===== config.mk =====
export PLATFORM = sky130hd
export DESIGN_NAME = serial_subtractor
export DESIGN_NICKNAME = d
export VERILOG_FILES = /design/src/rtl/serial_subtractor.sv
export SDC_FILE = /design/constraint.sdc
export NUM_CORES = 1
export LEC_CHECK = 0
export CAP_MARGIN = 20
export CORE_MARGIN = 8
export CORE_UTILIZATION = 45
export CTS_CLUSTER_DIAMETER = 150
export DETAILED_ROUTE_END_ITERATION = 10
export PLACE_DENSITY = 0.8
export SLEW_MARGIN = 20
export SYNTH_ARGS = -nofsm -noshare
export SYNTH_HDL_FRONTEND = slang
export SYNTH_SLANG_ARGS = --single-unit

===== constraint.sdc =====
create_clock -name clk -period 1.7 [get_ports clk]
set_input_delay 0.34 -clock clk [delete_from_list [all_inputs] [get_ports clk]]
set_output_delay 0.34 -clock clk [all_outputs]
set_load 0.02 [all_outputs]

===== src/rtl/serial_subtractor.sv =====
// Bit-serial unsigned subtractor: computes a - b one bit per clock, LSB first,
// with a single full-subtractor cell and a registered borrow behind start/done.
module serial_subtractor #(
  parameter int WIDTH = 4
) (
  input  logic             clk,
  input  logic             rst_n,
  input  logic             start_i,
  input  logic [WIDTH-1:0] a_i,
  input  logic [WIDTH-1:0] b_i,
  output logic             busy_o,
  output logic             done_o,
  output logic [WIDTH-1:0] diff_o,
  output logic             bout_o
);

  localparam int CW = $clog2(WIDTH);
  localparam logic [CW-1:0] CNT_LAST = CW'(WIDTH - 1);
  localparam logic [CW-1:0] CNT_ONE  = CW'(1);

  typedef enum logic {
    IDLE = 1'b0,
    RUN  = 1'b1
  } state_t;

  state_t           state_q, state_d;
  logic [WIDTH-1:0] sa_q, sa_d;
  logic [WIDTH-1:0] sb_q, sb_d;
  logic [WIDTH-1:0] sr_q, sr_d;
  logic             br_q, br_d;
  logic [CW-1:0]    cnt_q, cnt_d;
  logic             busy_q, busy_d;
  logic             done_q, done_d;
  logic [WIDTH-1:0] diff_q, diff_d;
  logic             bout_q, bout_d;

  logic             d_s;
  logic             br_next_s;
  logic [WIDTH-1:0] sr_shift_s;

  // Full-subtractor cell on the current LSBs and the running borrow.
  always_comb begin
    d_s        = sa_q[0] ^ sb_q[0] ^ br_q;
    br_next_s  = (~sa_q[0] & sb_q[0]) | (~(sa_q[0] ^ sb_q[0]) & br_q);
    sr_shift_s = {d_s, sr_q[WIDTH-1:1]};
  end

  // Next-state and output logic for the IDLE/RUN controller.
  always_comb begin
    state_d = state_q;
    sa_d    = sa_q;
    sb_d    = sb_q;
    sr_d    = sr_q;
    br_d    = br_q;
    cnt_d   = cnt_q;
    busy_d  = busy_q;
    done_d  = 1'b0;
    diff_d  = diff_q;
    bout_d  = bout_q;
    case (state_q)
      IDLE: begin
        if (start_i) begin
          sa_d    = a_i;
          sb_d    = b_i;
          br_d    = 1'b0;
          cnt_d   = '0;
          busy_d  = 1'b1;
          state_d = RUN;
        end else begin
          state_d = IDLE;
        end
      end
      RUN: begin
        sa_d = {1'b0, sa_q[WIDTH-1:1]};
        sb_d = {1'b0, sb_q[WIDTH-1:1]};
        sr_d = sr_shift_s;
        br_d = br_next_s;
        // Counter is parked at zero on completion so it never reaches WIDTH.
        if (cnt_q == CNT_LAST) begin
          cnt_d   = '0;
          diff_d  = sr_shift_s;
          bout_d  = br_next_s;
          done_d  = 1'b1;
          busy_d  = 1'b0;
          state_d = IDLE;
        end else begin
          cnt_d   = cnt_q + CNT_ONE;
          state_d = RUN;
        end
      end
      default: begin
        state_d = IDLE;
        busy_d  = 1'b0;
      end
    endcase
  end

  // State and datapath registers; reset aborts any operation in flight.
  always_ff @(posedge clk or negedge rst_n) begin
    if (!rst_n) begin
      state_q <= IDLE;
      sa_q    <= '0;
      sb_q    <= '0;
      sr_q    <= '0;
      br_q    <= 1'b0;
      cnt_q   <= '0;
      busy_q  <= 1'b0;
      done_q  <= 1'b0;
      diff_q  <= '0;
      bout_q  <= 1'b0;
    end else begin
      state_q <= state_d;
      sa_q    <= sa_d;
      sb_q    <= sb_d;
      sr_q    <= sr_d;
      br_q    <= br_d;
      cnt_q   <= cnt_d;
      busy_q  <= busy_d;
      done_q  <= done_d;
      diff_q  <= diff_d;
      bout_q  <= bout_d;
    end
  end

  assign busy_o = busy_q;
  assign done_o = done_q;
  assign diff_o = diff_q;
  assign bout_o = bout_q;

endmodule


Word level (Yosys, flattened, before mapping). Cells that the tools add are included.

Add/subtract/negate cells: 1. Multipliers: 0. Divide/modulo/power cells: 0. $lt $le $gt $ge: 0. Eq/ne operators: 3. Shifts and indexed selects: 0. Muxes and demuxes: 17. Bitwise logic cells: 8. Reduce and logical (&&, ||, !) cells: 2.

Operators with widths (count): one-hot mux 4 bit (2 select lines) (2); 2-to-1 mux 4 bit (2); 2-to-1 mux 1 bit (7); one-hot mux 1 bit (2 select lines) (3); 2-to-1 mux 2 bit (2); one-hot mux 2 bit (2 select lines) (1); AND reduction 2 bit (2); NOT 1 bit (3); adder 2 x 1 -> 2 bit (second input constant) (1); bitwise AND 1 bit (2); equality test 2 bit (second input constant) (1); inequality test 2 x 1 -> 1 bit (second input constant) (1); inequality test 2 bit (second input constant) (1); bitwise XOR 1 bit (2); OR 1 bit (1).

Bits in registers: 23. Bits in latches: 0. Memory bits (writable): 0. ROM bits: 0. Bits of input ports: 11. Output and inout port bits: 7. Logic and storage cells: 41. Memories kept: 0.

Longest topological paths before layout. Gate-level depths: netlist of run 1.

Depth after elaboration: 5. Gate-level depth with buffers: 4. Depth with buffers taken out: 4.

Worst setup path before layout of run 1. OpenSTA, ideal clock, no wires.

Kind: register to register. From: reg sa_q[0]. To: reg diff_q[3], in the netlist diff_o[3]. Setup time: 0.125 ns. Arrival: 1.119 ns. Data required time: 1.575 ns. Slack: 0.456 ns. Stages on the path, launching flop included: 3. Buffers on the path: 0. Clock period less this slack: 1.244 ns. Cells stage by stage: dfrtp_1 -> fa_1 -> mux2_4.

Longest elaborated chain between the ends: 2.

RTL lines: start, declared (RTL line 27) `logic [WIDTH-1:0] sa_q, sa_d;`; start signal, assigned (RTL line 102) `sa_q <= '0;`; start signal, assigned (RTL line 113) `sa_q <= sa_d;`; bitwise XOR 1 bit (2 in series) (RTL line 43) `d_s = sa_q[0] ^ sb_q[0] ^ br_q;`; named net d_s (RTL line 37) `logic d_s;`; end signal, assigned (RTL line 120) `diff_q <= diff_d;`; end, declared (RTL line 34) `logic [WIDTH-1:0] diff_q, diff_d;`.

The timed path passes the listed nets, and every way through them passes these cells. A chain may end at the register's enable or synchronous reset.

Final worst setup path of run 1.
From: reg diff_q[0], in the netlist diff_o[0]. To: out diff_o[0].

RTL lines: end, declared (RTL line 13) `output logic [WIDTH-1:0] diff_o,`.

No word-level cell between the ends.

==> results of run 1 <==
## worst reg2reg max path, stage by stage (launching register included)
cell and delay, ns:
dfrtp_1 0.43, fa_1 0.50, mux2_4 0.27
## sequential cells by signal (all words and copies together), names as in the netlist
signal	cells
sr_q	3
cnt_q	2
bout_o	1
diff_o	4
sb_q	4
sa_q	4
br_q	1
busy_o	1
state_q	1
done_o	1
## power breakdown
part	internal, uW	switching [uW]	total [uW]
clock network	238	155	393
registers	748	146	894
logic	461	356	817
## area by class of cell
type                            instances  area (sq um)
Clock inverter                          1          30.0
Clock buffer                            3          22.5
Timing Repair Buffer                   20           193
Sequential cell                        22           551
Tap cell                               27          33.8
Inverter                                6          22.5
Multi-Input combinational cell         42           348
Fill cell                             164           782
## per-stage QoR
| stage | setup WS, ns | cell area (sq um) | utilization [%] | hold slack, ns |
|---|---|---|---|---|
| 6_report | 0.0667 | 1200 | 60.5 | 0.363 |
| 5_1_grt | 0.00783 | 1200 | 60.5 | 0.371 |
| 4_1_cts | 0.0502 | 1200 | 60.5 | 0.366 |
| 3_5_place_dp | 0.274 | 1150 | 57.9 | 0.480 |
| 3_3_place_gp | 0.295 | 1150 | 57.9 | 0.459 |
| 2_1_floorplan | 0.456 | 960 | - | 0.0444 |
## layout by cell type (no fill, tap or decap)
cell             instances
fa_1                     1
mux2_2                   3
o21ai_0                  7
nand2b_1                 2
nand2_1                  6
mux2i_1                  8
nand2_4                  1
ha_1                     1
bufinv_16                1
a22o_1                   2
o22ai_1                  2
buf_4                    3
dfrtp_1                 22
nor2_1                   4
mux2_4                   5
clkbuf_4                 3
inv_1                    6
clkdlybuf4s50_1         17
## per-layer routing
| layer | track usage, % | vias up |
|---|---|---|
| met2 | 13.2 | 14 |
| met5 | 0 | - |
| met1 | 9.96 | 273 |
| li1 | - | 286 |
| met4 | 4.37 | 0 |
| met3 | 2.33 | 0 |
## how the worst max path moves through the flow
stage	end	slack [ns]	cells after the start
2_1_floorplan	diff_o[3]$_DFFE_PN0P_	0.46	2
3_3_place_gp	sb_q[2]$_DFFE_PN0P_	0.30	4
3_5_place_dp	sa_q[0]$_DFFE_PN0P_	0.27	4
4_1_cts	bout_o	0.05	1
5_1_grt	bout_o	0.008	1
6_report	diff_o[0]	0.07	1
## logic make-up (layout without fill, tap and decap cells)
group	after synthesis	after routing
DFF	22	22
muxes	16	16
and+or+nand+nor	13	13
AOI/OAI and AO/OA	11	11
buffers and inverters	10	30
adders and majority gates	2	2
==> impl_metrics.env, run 1 <==
export IMPL_status="completed"
export IMPL_layout_drive_gt1_share_pct=17.0
export IMPL_clockBufferDepth=2
export IMPL_die_w_um=62.2
export IMPL_hp_class="input pin to async pin"
export IMPL_cp_slowest_cell="clkdlybuf4s50_1"
export IMPL_power_uw=2100
export IMPL_synth_xor_area_share_pct=0
export IMPL_crit_start="diff_o[0]$_DFFE_PN0P_"
export IMPL_ys_ff_latch=22
export IMPL_cpPeakStageDelay_ns=0.61
export IMPL_worst_r2r_setup_slack_ns=0.39
export IMPL_syn_inst=74
export IMPL_synth_warnings=0
export IMPL_wl_met3_um=66
export IMPL_cts_tree="done"
export IMPL_peakVddDrop_uv=801
export IMPL_worstPathRequired_ns=1.36
export IMPL_drc_errors=0
export IMPL_insertion_delay_ns=0.31
export IMPL_synth_largest_area_cell="dfrtp_1"
export IMPL_place_congestion=0.696
export IMPL_final_nets=108
export IMPL_syn2layout_area_growth_pct=25.0
export IMPL_crit_chain="clkdlybuf4s50_1"
export IMPL_overflow=0
export IMPL_crit_type="flop to output pin"
export IMPL_p_leak_uw=0.000585
export IMPL_start_util_pct=48.4
export IMPL_synth_fp_nets=87
export IMPL_routed_top_layer="met3"
export IMPL_drv_slew=0
export IMPL_max_slew_worst_pin_slew_ns=0.273
export IMPL_synth_simple_gate_area_share_pct=6.39
export IMPL_cap_violations=0
export IMPL_power_density_mw_per_mm2=1750
export IMPL_grt_pass1_wl_um=2710
export IMPL_cts_root_buf="clkbuf_4"
export IMPL_path_clk_slew_ns=0.13
export IMPL_skew_ns=0.0142
export IMPL_ys_seq_area_share_pct=57.4
export IMPL_first_iter_violations=3
export IMPL_viasPerCell=4.74
export IMPL_synth_edf_count=0
export IMPL_fp_dieArea_sq_mm=0.00387
export IMPL_r2r_start="sa_q[0]$_DFFE_PN0P_"
export IMPL_fin_cells=121
export IMPL_dr_wl_met2_um=660
export IMPL_clock_sinks=22
export IMPL_period_needed_ns=1.63
export IMPL_synth_most_common_cell="dfrtp_1"
export IMPL_synth_fa_ha_area_share_pct=3.39
export IMPL_yosysUniqueCellTypes=16
export IMPL_routed_wl_um=1470
export IMPL_grt_pass1_vias=643
export IMPL_via_count=573
export IMPL_syn_cell_area_sq_um=960
export IMPL_timing_fmax_mhz=612
export IMPL_cts_hold_buf=0
export IMPL_synth_main_ff_cell="dfrtp_1"
export IMPL_postSynthAreaPerCell_sq_um=13.0
export IMPL_portBuffers=17
export IMPL_cts_buffers=3
export IMPL_worstSetupStartpointType="flop"
export IMPL_r2r_cells=2
export IMPL_grt_max_degree=23
export IMPL_antenna_found_initial=0
export IMPL_wl_per_cell_um=12.1
export IMPL_synth_top_family_by_area="multiplexers"
export IMPL_critPathArrivalTime_ns=1.29
export IMPL_synth_compound_gate_area_share_pct=6.78
export IMPL_finalHoldViolations=0
export IMPL_r2r_end="diff_o[3]$_DFFE_PN0P_"
export IMPL_route_antenna_remaining_nets=0
export IMPL_finalCritPeriodShare_pct=96.1
export IMPL_crit_buf_inv=1
export IMPL_post_cts_buffers=0
export IMPL_dp_hpwl_um=1110
export IMPL_postSynth_asyncResetShare_pct=100
export IMPL_die_height_um=62.2
export IMPL_fp_coreArea_sq_mm=0.00198
export IMPL_antenna_cells=0
export IMPL_critical_path_top_delay_family="buffers and inverters"
export IMPL_yosys_area_top_type_share_pct=57.4
export IMPL_wl_met1_um=740
export IMPL_setup_tns_ns=0
export IMPL_setup_viol=0
export IMPL_crit_fanout=2
export IMPL_dp_cells=117
export IMPL_cts_resized=0
export IMPL_critPathCaptureType="output pin"
export IMPL_slew_limit_headroom_pct=81.8
export IMPL_muxShareOfSynthArea_pct=19.7
export IMPL_synthTopCellsByArea="dfrtp_1 57%, mux2i_1 8.3%, mux2_4 7.8%"
export IMPL_rows=16
export IMPL_htree_levels=1
export IMPL_first_pass_iters=4
export IMPL_grt_usage_pct=8.32
export IMPL_pin_count=18
export IMPL_yosys_top_cells_count="22 x dfrtp_1, 8 x mux2i_1, 7 x o21ai_0"
export IMPL_rsz0062_at_grt="no"
No activity file was read; power rests on OpenSTA's default activity.
==> run 2, diff against run 1 <==
--- a/config.mk
+++ b/config.mk
@@ -9,6 +9,7 @@
 export CORE_MARGIN = 8
 export CORE_UTILIZATION = 45
 export CTS_CLUSTER_DIAMETER = 150
+export CTS_CLUSTER_SIZE = 12
 export DETAILED_ROUTE_END_ITERATION = 10
 export PLACE_DENSITY = 0.8
 export SLEW_MARGIN = 20
==> results of run 2 <==
No change in the layout: final DEF, timing and power equal those of run 1.
==> run 3, diff against run 2 <==
--- a/config.mk
+++ b/config.mk
@@ -12,6 +12,7 @@
 export CTS_CLUSTER_SIZE = 12
 export DETAILED_ROUTE_END_ITERATION = 10
 export PLACE_DENSITY = 0.8
+export SETUP_SLACK_MARGIN = 0.15
 export SLEW_MARGIN = 20
 export SYNTH_ARGS = -nofsm -noshare
 export SYNTH_HDL_FRONTEND = slang
==> constraint.sdc (replaced) <==
create_clock -name clk -period 1.7 [get_ports clk]
set_input_delay 0.34 -clock clk [delete_from_list [all_inputs] [get_ports clk]]
set_output_delay 0.34 -clock clk [all_outputs]
set_load 0.005 [all_outputs]
==> run 3 against run 2 <==
- global-route usage stayed put
- final cell count grew 4.1%
- clock-buffer cell count stayed put
- die area stayed put
- clock power shrank 1%
- critical path depth unchanged
- combinational power shrank 2%
- sequential power fell by 0.4%
- clock skew is essentially flat
- sequential share of layout area down 1.7 points
- register-to-register slack about the same
- core utilization rose by 2.4 points
- critical endpoint is now bout_o
- largest power group unchanged
- highest routed layer unchanged
==> impl_metrics.env, run 3 (synthesized netlist as in run 1, its figures left out) <==
export IMPL_nFillCells=155
export IMPL_crit_type="flop to output pin"
export IMPL_worstPathRequired_ns=1.36
export IMPL_fin_util_pct=62.9
export IMPL_cpPeakStageDelay_ns=0.50
export IMPL_r2r_start="sa_q[0]$_DFFE_PN0P_"
export IMPL_fp_dieArea_sq_mm=0.00387
export IMPL_crit_fanout=2
export IMPL_cp_slowest_cell="clkdlybuf4s50_1"
export IMPL_place_congestion=0.696
export IMPL_use_met1_pct=9.96
export IMPL_die_w_um=62.2
export IMPL_power_uw=2080
export IMPL_finalHoldViolations=0
export IMPL_cts_hold_buf=0
export IMPL_antenna_found_initial=0
export IMPL_clockBufferDepth=2
export IMPL_drc_errors=0
export IMPL_crit_buf_inv=1
export IMPL_finalCritPeriodShare_pct=88.9
export IMPL_crit_chain="clkdlybuf4s50_1"
export IMPL_first_iter_violations=4
export IMPL_grt_usage_pct=8.32
export IMPL_status="completed"
export IMPL_syn2layout_area_growth_pct=30.0
export IMPL_p_clk_share_pct=18.7
export IMPL_swShare_pct=28.2
export IMPL_routed_wl_um=1540
export IMPL_die_height_um=62.2
export IMPL_grt_pass1_vias=643
export IMPL_p_leak_uw=0.000646
export IMPL_power_density_mw_per_mm2=1670
export IMPL_antenna_cells=0
export IMPL_use_met2_pct=13.2
export IMPL_first_pass_iters=2
export IMPL_worstSetupStartpointType="flop"
export IMPL_period_needed_ns=1.51
export IMPL_final_nets=113
export IMPL_max_slew_worst_pin_slew_ns=0.283
export IMPL_crit_start="bout_o$_DFFE_PN0P_"
export IMPL_viasPerCell=4.68
export IMPL_setup_tns_ns=0
export IMPL_final_common_cell="dfrtp_1"
export IMPL_route_antenna_remaining_nets=0
export IMPL_skew_ns=0.0140
export IMPL_htree_levels=1
export IMPL_drv_slew=0
export IMPL_multiInputGateArea_sq_um=348
export IMPL_hp_class="input pin to async pin"
export IMPL_critPathCaptureType="output pin"
export IMPL_slew_limit_headroom_pct=81.1
export IMPL_cts_tree="done"
export IMPL_intPower_uw=1490
export IMPL_critPathArrivalTime_ns=1.17
export IMPL_portBuffers=17
export IMPL_comb_power_share_pct=38.6
export IMPL_setup_viol=0
export IMPL_rsz0062_at_grt="yes"
export IMPL_rows=16
export IMPL_clock_sinks=22
export IMPL_pin_count=18
export IMPL_path_clk_slew_ns=0.12
export IMPL_final_cell_mix="22 x dfrtp_1, 13 x clkdlybuf4s50_1, 8 x mux2i_1, 8 x buf_4, 7 x o21ai_0"
export IMPL_holdWs_ns=0.370
export IMPL_fp_coreArea_sq_mm=0.00198
export IMPL_cts_buffers=3
export IMPL_final_seq_area_sq_um=551
export IMPL_grt_pass1_wl_um=2710
export IMPL_start_util_pct=48.4
export IMPL_timing_fmax_mhz=661
export IMPL_seq_power_share_pct=42.7
export IMPL_cap_violations=0
export IMPL_overflow=0
export IMPL_globalRoute_busiestLayer="met2"
export IMPL_via_count=590
export IMPL_grt_max_degree=23
export IMPL_dp_hpwl_um=1110
export IMPL_cts_root_buf="clkbuf_4"
export IMPL_p_switching_uw=587
export IMPL_critical_path_top_delay_family="buffers and inverters"
export IMPL_wl_per_cell_um=12.2
export IMPL_layout_drive_gt1_share_pct=21.2
export IMPL_peakVddDrop_uv=794
export IMPL_use_met3_pct=2.33
export IMPL_insertion_delay_ns=0.31
## run 3: cell types whose count changed in the layout (fill, tap and decap cells not counted), sizes merged
cell,previous run,this run
dlymetal6s2s,0,4
clkdlybuf4s50,17,13
buf,3,8
## run 3: layout make-up
cell class / instances / area share, %
clock buffer: 3 / 1.81
tap: 27 / 2.71
inverter: 6 / 1.81
multi-input combinational: 42 / 27.9
clock inverter: 1 / 2.41
timing repair buffer: 25 / 19.3
sequential: 22 / 44.1
## run 3: worst reg2reg max path: cells and delay by family (launching register included)
kind       cells  cell delay, ns
flops          1            0.43
mux            1            0.27
fa+ha+maj      1            0.50
## run 3: worst paths after layout
path | depth (start not counted) | slack (ns) | to
worst max-delay path | 1 | 0.19 | bout_o
worst min register to register | 2 | 0.50 | sb_q[1]$_DFFE_PN0P_
worst min-delay path | 2 | 0.37 | sr_q[3]$_DFFE_PN0P_
min in group clk | 2 | 0.50 | sb_q[1]$_DFFE_PN0P_
worst max register to register | 2 | 0.39 | diff_o[3]$_DFFE_PN0P_
max in group asynchronous | 2 | 1.10 | cnt_q[1]$_DFFE_PN0P_
## run 3: power by group through the flow
| stage | Combinational, uW | Sequential, uW | Clock, uW |
|---|---|---|---|
| 5_1_grt | 897 | 924 | 425 |
| 3_3_place_gp | 726 | 897 | 0 |
| 2_1_floorplan | 545 | 867 | 0 |
| 4_1_cts | 747 | 899 | 404 |
| 3_5_place_dp | 746 | 912 | 0 |
| 6_report | 803 | 890 | 389 |
## run 3: per-layer routing
metal / up-vias / wire length (um)
met4: 0 / 0
met5: - / 0
met1: 279 / 823
met2: 14 / 668
li1: 297 / -
met3: 0 / 51
## run 3: through the flow
step | std cells | instance area (sq um) | worst slack (ns)
after floorplan | 74 | 960 | 0.456
after global placement | 117 | 1150 | 0.295
after detailed placement | 117 | 1150 | 0.274
after CTS | 121 | 1200 | 0.153
after global routing | 126 | 1250 | 0.123
final | 126 | 1250 | 0.188
## run 3: what timing repair did
action / 4_1_cts / 5_1_grt
setup endpoints to repair: 0 / 6
setup buffers: 0 / 5
endpoints found under the hold margin: 0 / 0
resized for setup: 0 / 4
